**src/rtl/cmp_pkg.sv**
```systemverilog
// Shared definitions for the bit-serial magnitude comparator.
// Holds the FSM state encoding, the one-hot {lt, eq, gt} result
// encoding and the helper that derives the bits_used counter width.
package cmp_pkg;

    typedef enum logic [1:0] {
        IDLE = 2'd0,
        SCAN = 2'd1,
        DONE = 2'd2
    } state_t;

    // Result vector ordering is {lt, eq, gt}
    localparam logic [2:0] LT = 3'b100;
    localparam logic [2:0] EQ = 3'b010;
    localparam logic [2:0] GT = 3'b001;

    // Counter must be able to hold WIDTH itself, hence WIDTH+1 codes
    function automatic int cw_for(input int width);
        return $clog2(width + 1);
    endfunction

endpackage

```
**src/rtl/serial_mag_comparator_if.sv**
```systemverilog
// Operand/result bus of the serial magnitude comparator.
// Operand side: in_valid/in_ready handshake, a_i, b_i, signed_i and the
// lt_i/eq_i/gt_i cascade inputs from a less-significant block.
// Result side: out_valid/out_ready handshake, one-hot a_lt_b/a_eq_b/a_gt_b
// and bits_used (number of bit positions examined).
// master = producer of operands / consumer of results, slave = comparator.
interface serial_mag_comparator_if
    import cmp_pkg::*;
#(
    parameter int WIDTH = 8,
    parameter int CW    = cw_for(WIDTH)
);
    logic             in_valid;
    logic             in_ready;
    logic [WIDTH-1:0] a_i;
    logic [WIDTH-1:0] b_i;
    logic             signed_i;
    logic             lt_i;
    logic             eq_i;
    logic             gt_i;
    logic             out_valid;
    logic             out_ready;
    logic             a_lt_b;
    logic             a_eq_b;
    logic             a_gt_b;
    logic [CW-1:0]    bits_used;

    modport master (
        output in_valid, a_i, b_i, signed_i, lt_i, eq_i, gt_i, out_ready,
        input  in_ready, out_valid, a_lt_b, a_eq_b, a_gt_b, bits_used
    );

    modport slave (
        input  in_valid, a_i, b_i, signed_i, lt_i, eq_i, gt_i, out_ready,
        output in_ready, out_valid, a_lt_b, a_eq_b, a_gt_b, bits_used
    );
endinterface

```
**src/rtl/cmp_bit_cell.sv**
```systemverilog
// Combinational 1-bit cascade cell.
// Ports: a, b       - operand bits at the current position
//        invert     - swap the bit-compare sense (sign bit of a signed compare)
//        lt_in, eq_in, gt_in - verdict of the less-significant positions
//        lt, eq, gt - one-hot verdict including this position
module cmp_bit_cell (
    input  logic a,
    input  logic b,
    input  logic invert,
    input  logic lt_in,
    input  logic eq_in,
    input  logic gt_in,
    output logic lt,
    output logic eq,
    output logic gt
);

    // A differing bit decides on its own; otherwise the cascade is resolved
    // with priority gt > lt > eq, and an all-zero cascade counts as equal.
    always_comb begin
        lt = 1'b0;
        eq = 1'b0;
        gt = 1'b0;
        if (a != b) begin
            if (a ^ invert) gt = 1'b1;
            else            lt = 1'b1;
        end else if (gt_in) begin
            gt = 1'b1;
        end else if (lt_in) begin
            lt = 1'b1;
        end else begin
            eq = eq_in | ~(lt_in | gt_in);
        end
    end

endmodule

```
**src/rtl/serial_mag_comparator.sv**
```systemverilog
// Bit-serial magnitude comparator, MSB first, one bit per clock.
// Stops at the first differing bit; if all bits match the latched cascade
// inputs decide, so several blocks can be chained for wider operands.
// Ports: clk, rst_n (async, active-low) and the slave side of
// serial_mag_comparator_if (operand and result handshakes).
module serial_mag_comparator
    import cmp_pkg::*;
#(
    parameter int WIDTH = 8,
    parameter int CW    = cw_for(WIDTH)
) (
    input  logic clk,
    input  logic rst_n,
    serial_mag_comparator_if.slave bus
);

    localparam int IW = (WIDTH > 1) ? $clog2(WIDTH) : 1;
    localparam logic [IW-1:0] MSB_IDX = IW'(WIDTH - 1);

    state_t           state;
    logic [WIDTH-1:0] a_q;
    logic [WIDTH-1:0] b_q;
    logic             signed_q;
    logic             lt_q;
    logic             eq_q;
    logic             gt_q;
    logic [IW-1:0]    idx;
    logic [CW-1:0]    cnt;
    logic [2:0]       res;

    logic bit_a;
    logic bit_b;
    logic msb_swap;
    logic cell_lt;
    logic cell_eq;
    logic cell_gt;

    assign bit_a    = a_q[idx];
    assign bit_b    = b_q[idx];
    // Two's complement: a set sign bit means the smaller value
    assign msb_swap = signed_q && (idx == MSB_IDX);

    cmp_bit_cell u_cell (
        .a      (bit_a),
        .b      (bit_b),
        .invert (msb_swap),
        .lt_in  (lt_q),
        .eq_in  (eq_q),
        .gt_in  (gt_q),
        .lt     (cell_lt),
        .eq     (cell_eq),
        .gt     (cell_gt)
    );

    // Control FSM; the cascade inputs stay latched for the whole scan and
    // only matter when the scan reaches bit 0 without finding a difference.
    always_ff @(posedge clk or negedge rst_n) begin
        if (!rst_n) begin
            state    <= IDLE;
            a_q      <= '0;
            b_q      <= '0;
            signed_q <= 1'b0;
            lt_q     <= 1'b0;
            eq_q     <= 1'b0;
            gt_q     <= 1'b0;
            idx      <= MSB_IDX;
            cnt      <= '0;
            res      <= '0;
        end else begin
            case (state)
                IDLE: begin
                    if (bus.in_valid) begin
                        a_q      <= bus.a_i;
                        b_q      <= bus.b_i;
                        signed_q <= bus.signed_i;
                        lt_q     <= bus.lt_i;
                        eq_q     <= bus.eq_i;
                        gt_q     <= bus.gt_i;
                        idx      <= MSB_IDX;
                        cnt      <= '0;
                        state    <= SCAN;
                    end
                end
                SCAN: begin
                    cnt <= cnt + CW'(1);
                    if ((bit_a != bit_b) || (idx == '0)) begin
                        res   <= {cell_lt, cell_eq, cell_gt};
                        state <= DONE;
                    end else begin
                        idx <= idx - IW'(1);
                    end
                end
                DONE: begin
                    if (bus.out_ready) state <= IDLE;
                end
                default: state <= IDLE;
            endcase
        end
    end

    assign bus.in_ready  = (state == IDLE);
    assign bus.out_valid = (state == DONE);
    assign bus.a_lt_b    = res[2];
    assign bus.a_eq_b    = res[1];
    assign bus.a_gt_b    = res[0];
    assign bus.bits_used = cnt;

endmodule

```
**src/flat_wrapper.sv**
```systemverilog
// flat-port wrapper written by rule: the top's interface ports become plain ports
module serial_mag_comparator_flat import cmp_pkg::*;
#(
    parameter int WIDTH = 8,
    parameter int CW    = cw_for(WIDTH)
)
  (clk, rst_n, bus_in_valid, bus_a_i, bus_b_i, bus_signed_i, bus_lt_i, bus_eq_i, bus_gt_i, bus_out_ready, bus_in_ready, bus_out_valid, bus_a_lt_b, bus_a_eq_b, bus_a_gt_b, bus_bits_used);
  serial_mag_comparator_if #(.WIDTH(WIDTH), .CW(CW)) bus_i ();
  input  logic clk;
  input  logic rst_n;
  input wire logic [$bits(bus_i.in_valid)-1:0] bus_in_valid;
  input wire logic [$bits(bus_i.a_i)-1:0] bus_a_i;
  input wire logic [$bits(bus_i.b_i)-1:0] bus_b_i;
  input wire logic [$bits(bus_i.signed_i)-1:0] bus_signed_i;
  input wire logic [$bits(bus_i.lt_i)-1:0] bus_lt_i;
  input wire logic [$bits(bus_i.eq_i)-1:0] bus_eq_i;
  input wire logic [$bits(bus_i.gt_i)-1:0] bus_gt_i;
  input wire logic [$bits(bus_i.out_ready)-1:0] bus_out_ready;
  output wire logic [$bits(bus_i.in_ready)-1:0] bus_in_ready;
  output wire logic [$bits(bus_i.out_valid)-1:0] bus_out_valid;
  output wire logic [$bits(bus_i.a_lt_b)-1:0] bus_a_lt_b;
  output wire logic [$bits(bus_i.a_eq_b)-1:0] bus_a_eq_b;
  output wire logic [$bits(bus_i.a_gt_b)-1:0] bus_a_gt_b;
  output wire logic [$bits(bus_i.bits_used)-1:0] bus_bits_used;
  assign bus_i.in_valid = bus_in_valid;
  assign bus_i.a_i = bus_a_i;
  assign bus_i.b_i = bus_b_i;
  assign bus_i.signed_i = bus_signed_i;
  assign bus_i.lt_i = bus_lt_i;
  assign bus_i.eq_i = bus_eq_i;
  assign bus_i.gt_i = bus_gt_i;
  assign bus_i.out_ready = bus_out_ready;
  assign bus_in_ready = bus_i.in_ready;
  assign bus_out_valid = bus_i.out_valid;
  assign bus_a_lt_b = bus_i.a_lt_b;
  assign bus_a_eq_b = bus_i.a_eq_b;
  assign bus_a_gt_b = bus_i.a_gt_b;
  assign bus_bits_used = bus_i.bits_used;
  serial_mag_comparator #(.WIDTH(WIDTH), .CW(CW)) u_core (.clk(clk), .rst_n(rst_n), .bus(bus_i));
endmodule
```
**config.mk**
```make
export PLATFORM = sky130hd
export DESIGN_NAME = serial_mag_comparator_flat
export DESIGN_NICKNAME = d
export VERILOG_FILES = /design/src/rtl/cmp_pkg.sv /design/src/rtl/serial_mag_comparator_if.sv /design/src/rtl/cmp_bit_cell.sv /design/src/rtl/serial_mag_comparator.sv /design/src/flat_wrapper.sv
export SDC_FILE = /design/constraint.sdc
export NUM_CORES = 1
export LEC_CHECK = 0
export CELL_PAD_IN_SITES_DETAIL_PLACEMENT = 1
export CELL_PAD_IN_SITES_GLOBAL_PLACEMENT = 1
export CORE_ASPECT_RATIO = 0.6
export CORE_MARGIN = 5
export CORE_UTILIZATION = 41
export CTS_CLUSTER_SIZE = 25
export DETAILED_ROUTE_END_ITERATION = 10
export PLACE_DENSITY = 0.95
export SETUP_SLACK_MARGIN = 0.4
export SLEW_MARGIN = 25
export SYNTH_ARGS = -nofsm -noshare
export SYNTH_HDL_FRONTEND = slang
export SYNTH_SLANG_ARGS = --single-unit
```
**constraint.sdc**
```tcl
create_clock -name clk -period 5.7 [get_ports clk]
set_input_delay 1.71 -clock clk [delete_from_list [all_inputs] [get_ports clk]]
set_output_delay 1.71 -clock clk [all_outputs]
set_load 0.01 [all_outputs]
```
==> results of run 1 <==
-- kinds of logic (layout without fill, tap and decap cells) --
group / Yosys count / in the layout / share of synthesized area
buffers and inverters: 11 / 43 / 0.0427
XOR/XNOR: 3 / 3 / 0.0169
adder cells (fa/ha/maj): 4 / 4 / 0.0322
AND/OR/NAND/NOR: 90 / 90 / 0.250
flip-flops: 31 / 31 / 0.502
AO/OA/AOI/OAI: 11 / 11 / 0.0556
multiplexers: 10 / 10 / 0.101
-- tightest hold or removal path, stage by stage, from the launching register on --
cell	delay [ns]
dfrtp_1	0.34
nand2_1	0.05
nand2_1	0.06
-- state kept, by name, indices dropped and copies added, names as in the netlist --
register,flops
u_core.a_q,8
u_core.b_q,8
u_core.bus.bits_used,4
u_core.gt_q,1
u_core.idx,3
u_core.lt_q,1
u_core.res,3
u_core.signed_q,1
u_core.state,2
-- cell usage after synthesis, drive strengths merged, types with 2 or more instances --
| master | n |
|---|---|
| xor2 | 3 |
| mux2i | 4 |
| nand3 | 3 |
| nand2 | 65 |
| nor2b | 3 |
| inv | 3 |
| ha | 4 |
| nor2 | 9 |
| mux2 | 2 |
| dfrtp | 28 |
| dfstp | 3 |
| nor4 | 3 |
| mux4 | 4 |
| nand2b | 2 |
| buf | 2 |
| o21ai | 4 |
| clkbuf | 6 |
-- area by class of cell --
type,instances,area (um^2)
fillers,418,1690
flip-flops and latches,31,779
multi-input cells,118,708
repair buffers,32,318
clock buffers,7,86.3
well taps,47,58.8
inverters,3,11.3
clock inverters,1,5.00
-- how the worst min path moves through the flow --
stage	endpoint	cells after the start
5_1_grt	u_core.a_q[3]	2
4_1_cts	u_core.b_q[2]	2
2_1_floorplan	u_core.a_q[2]	2
6_report	u_core.a_q[3]	2
3_5_place_dp	u_core.signed_q	2
3_3_place_gp	u_core.b_q[6]	2
-- routing by layer --
| layer | up-vias | routed length [um] |
|---|---|---|
| li1 | 587 | - |
| met2 | 28 | 1790 |
| met4 | 0 | 59 |
| met1 | 592 | 1590 |
| met3 | 6 | 191 |
| met5 | - | 0 |
-- through the flow --
stage	hold slack (ns)	std cells
6_report	0.479	239
5_1_grt	0.512	239
4_1_cts	0.481	239
3_5_place_dp	0.463	231
3_3_place_gp	0.458	231
2_1_floorplan	0.440	160
-- report_power, final --
| part | internal, mW | switching (mW) |
|---|---|---|
| Clock | 0.0972 | 0.0793 |
| Sequential | 0.325 | 0.0856 |
| Combinational | 0.232 | 0.223 |
| Total | 0.654 | 0.388 |
==> impl_metrics.tcl, run 1 <==
set metrics [dict create \
    start_util 0.425 \
    critPathCaptureType "output port" \
    worstSetupPathDepth 2 \
    cp_max_fo 4 \
    grt_pass1_wl_mm 6.24 \
    skew_ns 0.00781 \
    fin_ws_ns 2.53 \
    row_count 17 \
    endpoint "bus_in_ready" \
    leakage_nw 0.958 \
    run_status "finished, final reports clean" \
    power_density_nw_per_um2 530 \
    first_pass_iters 4 \
    numCtsBuffers 5 \
    wl_per_cell_um 15.2 \
    grt_max_degree 32 \
    r2r_setup_slack_ns 3.25 \
    cp_data_required_time_ns 3.99 \
    maxSlewViolCount 0 \
    ys.flop_type "dfrtp_1" \
    route.vias.total 1213 \
    worst-path-buf-inv 1 \
    crit_path_top_delay_cell "clkdlybuf4s50_1" \
    htreeDepth 2 \
    drive_gt1_frac 0.109 \
    die-area_um2 5160 \
    postPlaceCellArea_um2 1880 \
    startpoint_type "flop" \
    synthToLayoutAreaGrowth_pct 26.6 \
    ys_types 32 \
    die_x_um 89.5 \
    ios 33 \
    cp_cell_sequence "nor2_1, clkdlybuf4s50_1" \
    setup_viol 0 \
    post-route-util 0.538 \
    met3_usage 0.0540 \
    hold_path.class "reg2reg" \
    drcViolationCount 0 \
    ys_seq_area_frac 0.502 \
    place_congestion 0.751 \
    fin_tns_setup_ns 0 \
    finalInstanceArea_um2 1970 \
    final_nets 219 \
    synth_edf_count 0 \
    ys_seq_elements 31 \
    cts_resized 0 \
    drtAntennaViolNets 0 \
    dpl.hpwl_mm 2.64 \
    drt_iter0_drc 46 \
    layout_common_cells "65 x nand2_1, 31 x clkdlybuf4s50_1, 28 x dfrtp_1" \
    finalWirelength_mm 3.63 \
    track_usage 0.163 \
    worstPathArrival_ns 1.46 \
    slowest_delay_ns 0.57 \
    clock-root-buffer "clkbuf_8" \
    ir_drop_mv 0.199 \
    cts_buffer_depth 2 \
    dieHeight_um 57.7 \
    synth_fp_nets 188 \
    timing.rr.end "u_core.res[2]" \
    period_minus_slack_ns 3.17 \
    grt_pass1_vias 1368 \
    hold_start "u_core.a_q[3]" \
    max_slew.worst_pin.slew_ns 0.958 \
    antenna_cells 0 \
    io_buffers 31 \
    syn_area_um2 1550 \
    path_clk_slew_ns 0.06 \
    finalCritPeriodShare 0.556 \
    r2r_cells 5 \
    synth.top_cells.by_area "dfrtp_1 45%, nand2_1 16%, dfstp_2 5.1%" \
    slew_headroom 0.361 \
    grt_use_met2 0.267 \
    preCtsSetupSlack_ns 2.32 \
    yosys.area.top_type_share 0.451 \
    clkLatencyLatePin_ns 0.29 \
    hold_viol_final 0 \
    overflow 0 \
    final_common_cell "nand2_1" \
    r2r-start "u_core.idx[0]" \
    yosysTopAreaCell "dfrtp_1" \
    viasPerCell 5.08 \
    core_area_um2 3660 \
    grt_most_used_layer "met2" \
    cp_top_family "buffers and inverters" \
    postCtsSetupRepairBufs 0 \
    synthCells 160 \
    clock_sinks 31 \
    cts_tree "yes" \
    syn_avg_cell_area_um2 9.71 \
    rsz0062_at_grt "false" \
    max_freq_mhz 315 \
    cts_hold_buf 0 \
    use_met1 0.198 \
    synth-async-reset-ratio 1.00 \
    yosysWarnings 0 \
    crit_type "reg2out" \
    drv_cap 0 \
    power_mw 1.04 \
    antenna_found_initial 0 \
    cp-startpoint "u_core.state[1]" \
]
No activity file was read; power rests on OpenSTA's default activity.
==> inputs of run 2 (changes only) <==
CORE_UTILIZATION = 38   (was 41)
PLACE_DENSITY = 0.89   (was 0.95)
clock period = 3.3 ns   (was 5.7 ns; I/O delays follow)
==> impl_metrics.tcl, run 2 (same netlist as run 1, synthesis figures left out) <==
set metrics [dict create \
    path_clk_slew_ns 0.07 \
    drv_cap 0 \
    start_util 0.385 \
    post-route-util 0.488 \
    route.vias.total 1183 \
    die-area_um2 5510 \
    finalCritPeriodShare 0.758 \
    io_buffers 31 \
    critPathCaptureType "flop" \
    cp_data_required_time_ns 3.47 \
    fill_cells 455 \
    fin_tns_setup_ns 0 \
    first_pass_iters 4 \
    antenna_cells 0 \
    dieHeight_um 59.5 \
    leakage_nw 0.957 \
    finalInstanceArea_um2 1970 \
    crit_type "reg2reg" \
    track_usage 0.143 \
    worstPathArrival_ns 2.67 \
    row_count 18 \
    period_minus_slack_ns 2.50 \
    core_area_um2 4030 \
    grt_max_degree 32 \
    layout_common_cells "65 x nand2_1, 31 x clkdlybuf4s50_1, 28 x dfrtp_1" \
    drt_iter0_drc 23 \
    clock_sinks 31 \
    grt_pass1_wl_mm 6.00 \
    clock-root-buffer "clkbuf_8" \
    hold_viol_final 0 \
    ios 33 \
    ir_drop_mv 0.267 \
    run_status "finished, final reports clean" \
    numCtsBuffers 5 \
    drcViolationCount 0 \
    drive_gt1_frac 0.109 \
    hold_path.class "reg2reg" \
    skew_ns 0.00670 \
    max_freq_mhz 400 \
    wl_per_cell_um 14.5 \
    final_common_cell "nand2_1" \
    drtAntennaViolNets 0 \
    maxSlewViolCount 0 \
    postCtsSetupRepairBufs 0 \
    setup_viol 0 \
    htreeDepth 2 \
    antenna_found_initial 0 \
    cts_buffer_depth 2 \
    cts_hold_buf 0 \
    finalWirelength_mm 3.53 \
    cp_max_fo 10 \
    max_slew.worst_pin.slew_ns 0.720 \
    dpl.hpwl_mm 2.61 \
    cts_resized 0 \
    slew_headroom 0.519 \
    viasPerCell 4.87 \
    clkLatencyLatePin_ns 0.28 \
    grt_pass1_vias 1310 \
    cts_tree "yes" \
    hold_slack_ns 0.480 \
    overflow 0 \
    die_x_um 92.6 \
    startpoint_type "flop" \
    synthToLayoutAreaGrowth_pct 26.7 \
    rsz0062_at_grt "false" \
    place_congestion 0.771 \
    power_density_nw_per_um2 905 \
    postPlaceCellArea_um2 1890 \
    final_nets 220 \
]
-- run 2: changes by cell type in the layout (fill, tap and decap cells not counted), sizes merged --
cell	change
buf	+1
-- run 2: worst paths after layout --
| kind | cells after the start | end | slack [ns] | start |
|---|---|---|---|---|
| worst max-delay path | 5 | u_core.res[2] | 0.80 | u_core.idx[0] |
| worst min-delay path | 2 | u_core.a_q[1] | 0.48 | u_core.a_q[1] |
| worst max register to register | 5 | u_core.res[2] | 0.80 | u_core.idx[0] |
| worst min register to register | 2 | u_core.a_q[1] | 0.48 | u_core.a_q[1] |
| max in group asynchronous | 2 | u_core.idx[2] | 1.86 | rst_n |
| min in group asynchronous | 2 | u_core.bus.bits_used[1] | 1.11 | rst_n |
-- run 2: final cells by class --
type                            count  area, um^2  area share
Sequential cell                    31         779       0.396
Tap cell                           50        62.6      0.0318
Clock buffer                        7        76.3      0.0388
Multi-Input combinational cell    118         708       0.360
Clock inverter                      1        5.00     0.00254
Timing Repair Buffer               33         325       0.165
Inverter                            3        11.3     0.00572
-- run 2: worst max-delay path, cell delays in order (launching register included) --
cell and delay, ns:
dfstp_2 0.68, mux4_2 0.53, mux2i_1 0.22, nor3b_2 0.38
o31ai_1 0.20, a221o_1 0.38
-- run 2: report_power, final --
| part | total, mW | switching [mW] | leakage (nW) | internal [mW] |
|---|---|---|---|---|
| combinational | 0.792 | 0.387 | 0.530 | 0.404 |
| sequential | 0.705 | 0.143 | 0.384 | 0.562 |
| clock | 0.285 | 0.138 | 0.0422 | 0.148 |
| total | 1.78 | 0.668 | 0.957 | 1.11 |
-- run 2: metrics by stage --
step	total power, mW	setup WS, ns	std cells
after CTS	1.81	0.764	243
after global placement	1.46	0.843	235
after floorplan	1.26	1.08	160
final	1.78	0.798	243
after global routing	1.93	0.633	243
after detailed placement	1.52	0.772	235
-- run 2: metal layers --
layer  global-route usage  up-vias  share of wire
li1                     -      586              -
met1                0.172      557           0.48
met2                0.245       36           0.44
met3               0.0431        4          0.067
met4               0.0571        0          0.013
met5                    0        -              0
==> patch 1: new RTL, flow settings as in run 2 <==
Reset style: synchronous (`rst_n`), changed in one clocked block. Comments in the files are not updated.
--- a/src/rtl/serial_mag_comparator.sv
+++ b/src/rtl/serial_mag_comparator.sv
@@ -55,5 +55,5 @@
     // Control FSM; the cascade inputs stay latched for the whole scan and
     // only matter when the scan reaches bit 0 without finding a difference.
-    always_ff @(posedge clk or negedge rst_n) begin
+    always_ff @(posedge clk) begin
         if (!rst_n) begin
             state    <= IDLE;
Function: differs if rst_n is asserted again (counterexample within 4 cycles, from zero or initial values and one cycle with rst_n low); with rst_n held inactive, the same outputs for 10 cycles.
==> patch 1 against run 2 <==
Worst setup slack better by 0.080 ns. Synthesized cell count is 11% higher. Synthesized area hardly changed. Final area hardly changed. Die area hardly changed. Wire length is 6.6% higher. Sequential cell count stayed put. First-iteration DRC count is 52% higher.
Power is not compared: it rests on default switching activity, and its combinational part moved more than twofold at a synthesized area within 25%.
==> patch 1: results (changes against run 2) <==
- Routed wl met3: 192 microns (-19%)
- WL per Instance: 14.6 microns (+0.40%)
- Initial DRC Count: 35 (+52%)
- Met1 WL: 1.83 mm (+7.7%)
- HPWL Detailed: 2.84 mm (+9.1%)
- Async S/R FF share, synth: 0 (-1.00)
- Reg2reg setup slack: 1.10 ns (+0.30 ns)
- Sequential-to-total area share from yosys stat: 0.400 (-0.102)
- Non-Filler Instances: 258 (+6.2%)
- Total track usage: 0.151 (+0.00797)
- Pin count of the biggest net entering global routing: 22 (-31%)
- CP max stage cell: clkdlybuf4s50_1
- Placed cell area: 1890 sq um (about the same)
- Setup WS pre-CTS: 0.580 ns (-0.192 ns)
- Final hold slack: 0.458 ns (-0.0222 ns)
- CP Capture Point: u_core.idx[1]
- Max stage delay on crit path: 0.50 ns (-0.18 ns)
- Commonest cells in the synthesized netlist: nand2_1, dfxtp_1, a21boi_0
- FF-to-FF Start: u_core.idx[1]
- CP startpoint: bus_in_valid
- Hold worst-path end: u_core.bus.bits_used[3]
- Arr. time, crit path: 2.63 ns (-0.04 ns)
- Primary FF master, synth: dfxtp_1
- Hold wc startpoint: u_core.bus.bits_used[3]
- Status: finished, final reports clean
- Dpl cells: 250 (+6.4%)
[patch 1: power breakdown]
| group | internal, mW | total, mW | leakage (nW) | switching, mW |
|---|---|---|---|---|
| clock | 0.148 | 0.282 | 0.0422 | 0.134 |
| combinational | 0.0842 | 0.171 | 0.492 | 0.0863 |
| sequential | 0.399 | 0.420 | 0.254 | 0.0203 |
[patch 1: final cells by class]
class	count	area, sq um
fill	492	2060
inverter	3	11.3
tap	50	62.6
clock buffer	7	76.3
timing repair buffer	33	325
clock inverter	1	5.00
multi-input combinational	133	868
sequential	31	621
[patch 1: cells by family (layout without fill, tap and decap cells)]
logic type	Yosys count	after routing	synth area share
AND/OR/NAND/NOR	80	80	0.227
AO/OA/AOI/OAI	37	37	0.181
flip-flops	31	31	0.400
buffers and inverters	13	44	0.0411
multiplexers	12	12	0.118
adder cells (fa/ha/maj)	4	4	0.0322
[patch 1: routing by layer]
metal	global-route usage	up-vias
met4	0.0592	0
li1	-	657
met2	0.242	34
met5	0	-
met1	0.191	626
met3	0.0495	9
==> patch 2: new RTL, config.mk and constraints of run 2 <==
Without the edit above. `WIDTH` is set to 8 in 3 places; all go to 32.
--- a/src/rtl/serial_mag_comparator_if.sv
+++ b/src/rtl/serial_mag_comparator_if.sv
@@ -8,5 +8,5 @@
     import cmp_pkg::*;
 #(
-    parameter int WIDTH = 8,
+    parameter int WIDTH = 32,
     parameter int CW    = cw_for(WIDTH)
 );
--- a/src/rtl/serial_mag_comparator.sv
+++ b/src/rtl/serial_mag_comparator.sv
@@ -7,5 +7,5 @@
     import cmp_pkg::*;
 #(
-    parameter int WIDTH = 8,
+    parameter int WIDTH = 32,
     parameter int CW    = cw_for(WIDTH)
 ) (
--- a/src/flat_wrapper.sv
+++ b/src/flat_wrapper.sv
@@ -2,5 +2,5 @@
 module serial_mag_comparator_flat import cmp_pkg::*;
 #(
-    parameter int WIDTH = 8,
+    parameter int WIDTH = 32,
     parameter int CW    = cw_for(WIDTH)
 )
Interface: changed (resized bus_a_i, bus_b_i and bus_bits_used); port bits go from 33 to 83. No check against the original RTL was run, so the function may have changed too.
==> patch 2 against run 2 <==
Synthesized cell count grew to 2.7 times the old value. Largest power group unchanged. Final area grew to 2.7 times the old value. Sequential power grew to 2.6 times the old value. Clock power grew to 3.3 times the old value. Synthesized area grew to 2.6 times the old value. Hold slack lost 0.0015 ns. Via count grew to 2.9 times the old value. Sequential cell count grew 52. Worst setup slack lost 0.37 ns. Cell count grew to 2.7 times the old value. Wire length grew to 3.4 times the old value. Critical path depth grew 3. Critical endpoint is now u_core.idx[4]. Critical path type unchanged. Power grew to 2.6 times the old value.
==> patch 2: results (changes against run 2) <==
- Status: finished, final reports clean
- Arr. time, crit path: 3.13 ns (+0.46 ns)
- Synth Area in XOR/XNOR: 0 (-0.0169)
- Hold Path Class: flop to flop
- Clk buf depth: 2 (unchanged)
- Mux contribution to synthesized area: 0.0958 (-0.00482)
- Layout cell share with drive strength beyond 1: 0.116 (+0.00738)
- Fill cells: 1180 (+160%)
- Pleak: 2.65 nW (+180%)
- Worst clock skew: 0.00529 ns (-0.00141 ns)
- Highest routed metal layer: met4
- Max stage delay on crit path: 0.69 ns
- Clk Latency, worst-skew pair: 0.34 ns (+0.06 ns)
- Setup WS pre-CTS: 0.220 ns (-0.552 ns)
- Sequential-to-total area share from yosys stat: 0.511 (+0.00975)
- DR vias/cell: 5.15 (+5.8%)
- Clk slew on worst S/H paths: 0.06 ns
- Primary FF master, synth: dfrtp_1
- Met2 usage: 0.292 (+0.0462)
- GP Congestion: 0.788 (+2.2%)
- Met1 WL: 5.63 mm (+230%)
- Htree depth: 3 (+1)
- Synth top area cells: dfrtp_1, nand2_1, mux2i_1, dfstp_2, mux4_1
- Routed wl met3: 747 microns (+220%)
- Async S/R FF share, synth: 1.00 (unchanged)
- GR Util met3: 0.0589 (+0.0157)
- Fin nets: 596 (+170%)
- Pin count of the biggest net entering global routing: 84 (+160%)
- Syn_nets: 515 (+170%)
- Drc violations: 0 (unchanged)
- Commonest cells in the synthesized netlist: nand2_1, dfrtp_1, mux2i_1
- Max VDD drop: 303 uV (+13%)
- YS warnings: 0 (unchanged)
- Met1 usage: 0.260 (+0.0883)
- Synth unique cells: 46 (+44%)
- Dpl cells: 640 (+170%)
- Worst Path Max Fanout: 7 (-3)
- Wire length on met2: 5.48 mm (+250%)
- Delay-heaviest family, CP: flip-flops
- Post-synthesis adder-cell area fraction: 0.0123 (-0.0199)
- HPWL Detailed: 8.39 mm (+220%)
- Setup Buffers After CTS: 7 (+7)
- PostCTS Resize Cnt: 3 (+3)
- Yosys top cell area share: 0.479 (+0.0282)
- # diodes: 0 (unchanged)
- Worst slew pin tran: 0.753 ns (+0.0334 ns)
- Syn avg cell area: 9.28 sq um (-4.5%)
- CTS root buf: clkbuf_16
- Slew Limit Fails: 0 (unchanged)
- CTS buffer count: 9 (+4)
- First-pass GRT wire length: 19.4 mm (+220%)
- Initial DRC Count: 185 (+700%)
- PortBufs: 81 (+160%)
- Vias in the first global route: 3794 (+190%)
- Placed cell area: 4920 sq um (+160%)
- Final WL: 12.0 mm (+240%)
- Compound-Gate Fraction of Synth Area: 0.0700 (+0.0145)
- CP max stage cell: dfstp_4
- Total track usage: 0.189 (+0.0459)
- Non-Filler Instances: 664 (+170%)
## patch 2: worst paths after layout
path | to | from | depth (start not counted) | slack [ns]
min in group asynchronous | u_core.b_q[1] | rst_n | 1 | 0.68
min reg2reg | u_core.a_q[13] | u_core.a_q[13] | 2 | 0.48
max | u_core.idx[4] | u_core.idx[0] | 8 | 0.42
min | u_core.a_q[13] | u_core.a_q[13] | 2 | 0.48
max reg2reg | u_core.idx[4] | u_core.idx[0] | 8 | 0.42
max in group asynchronous | u_core.b_q[16] | rst_n | 1 | 2.09
## patch 2: layout make-up
cell class / instances / area (sq um) / share of cell area
timing repair buffer: 98 / 940 / 0.177
sequential: 83 / 2090 / 0.395
clock buffer: 12 / 256 / 0.0484
multi-input combinational: 320 / 1780 / 0.336
clock inverter: 4 / 25.0 / 0.00472
tap: 139 / 174 / 0.0328
inverter: 8 / 30.0 / 0.00566
## patch 2: where the power goes
group	internal, mW	switching [mW]
combinational	0.868	1.03
clock	0.548	0.399
sequential	1.49	0.337
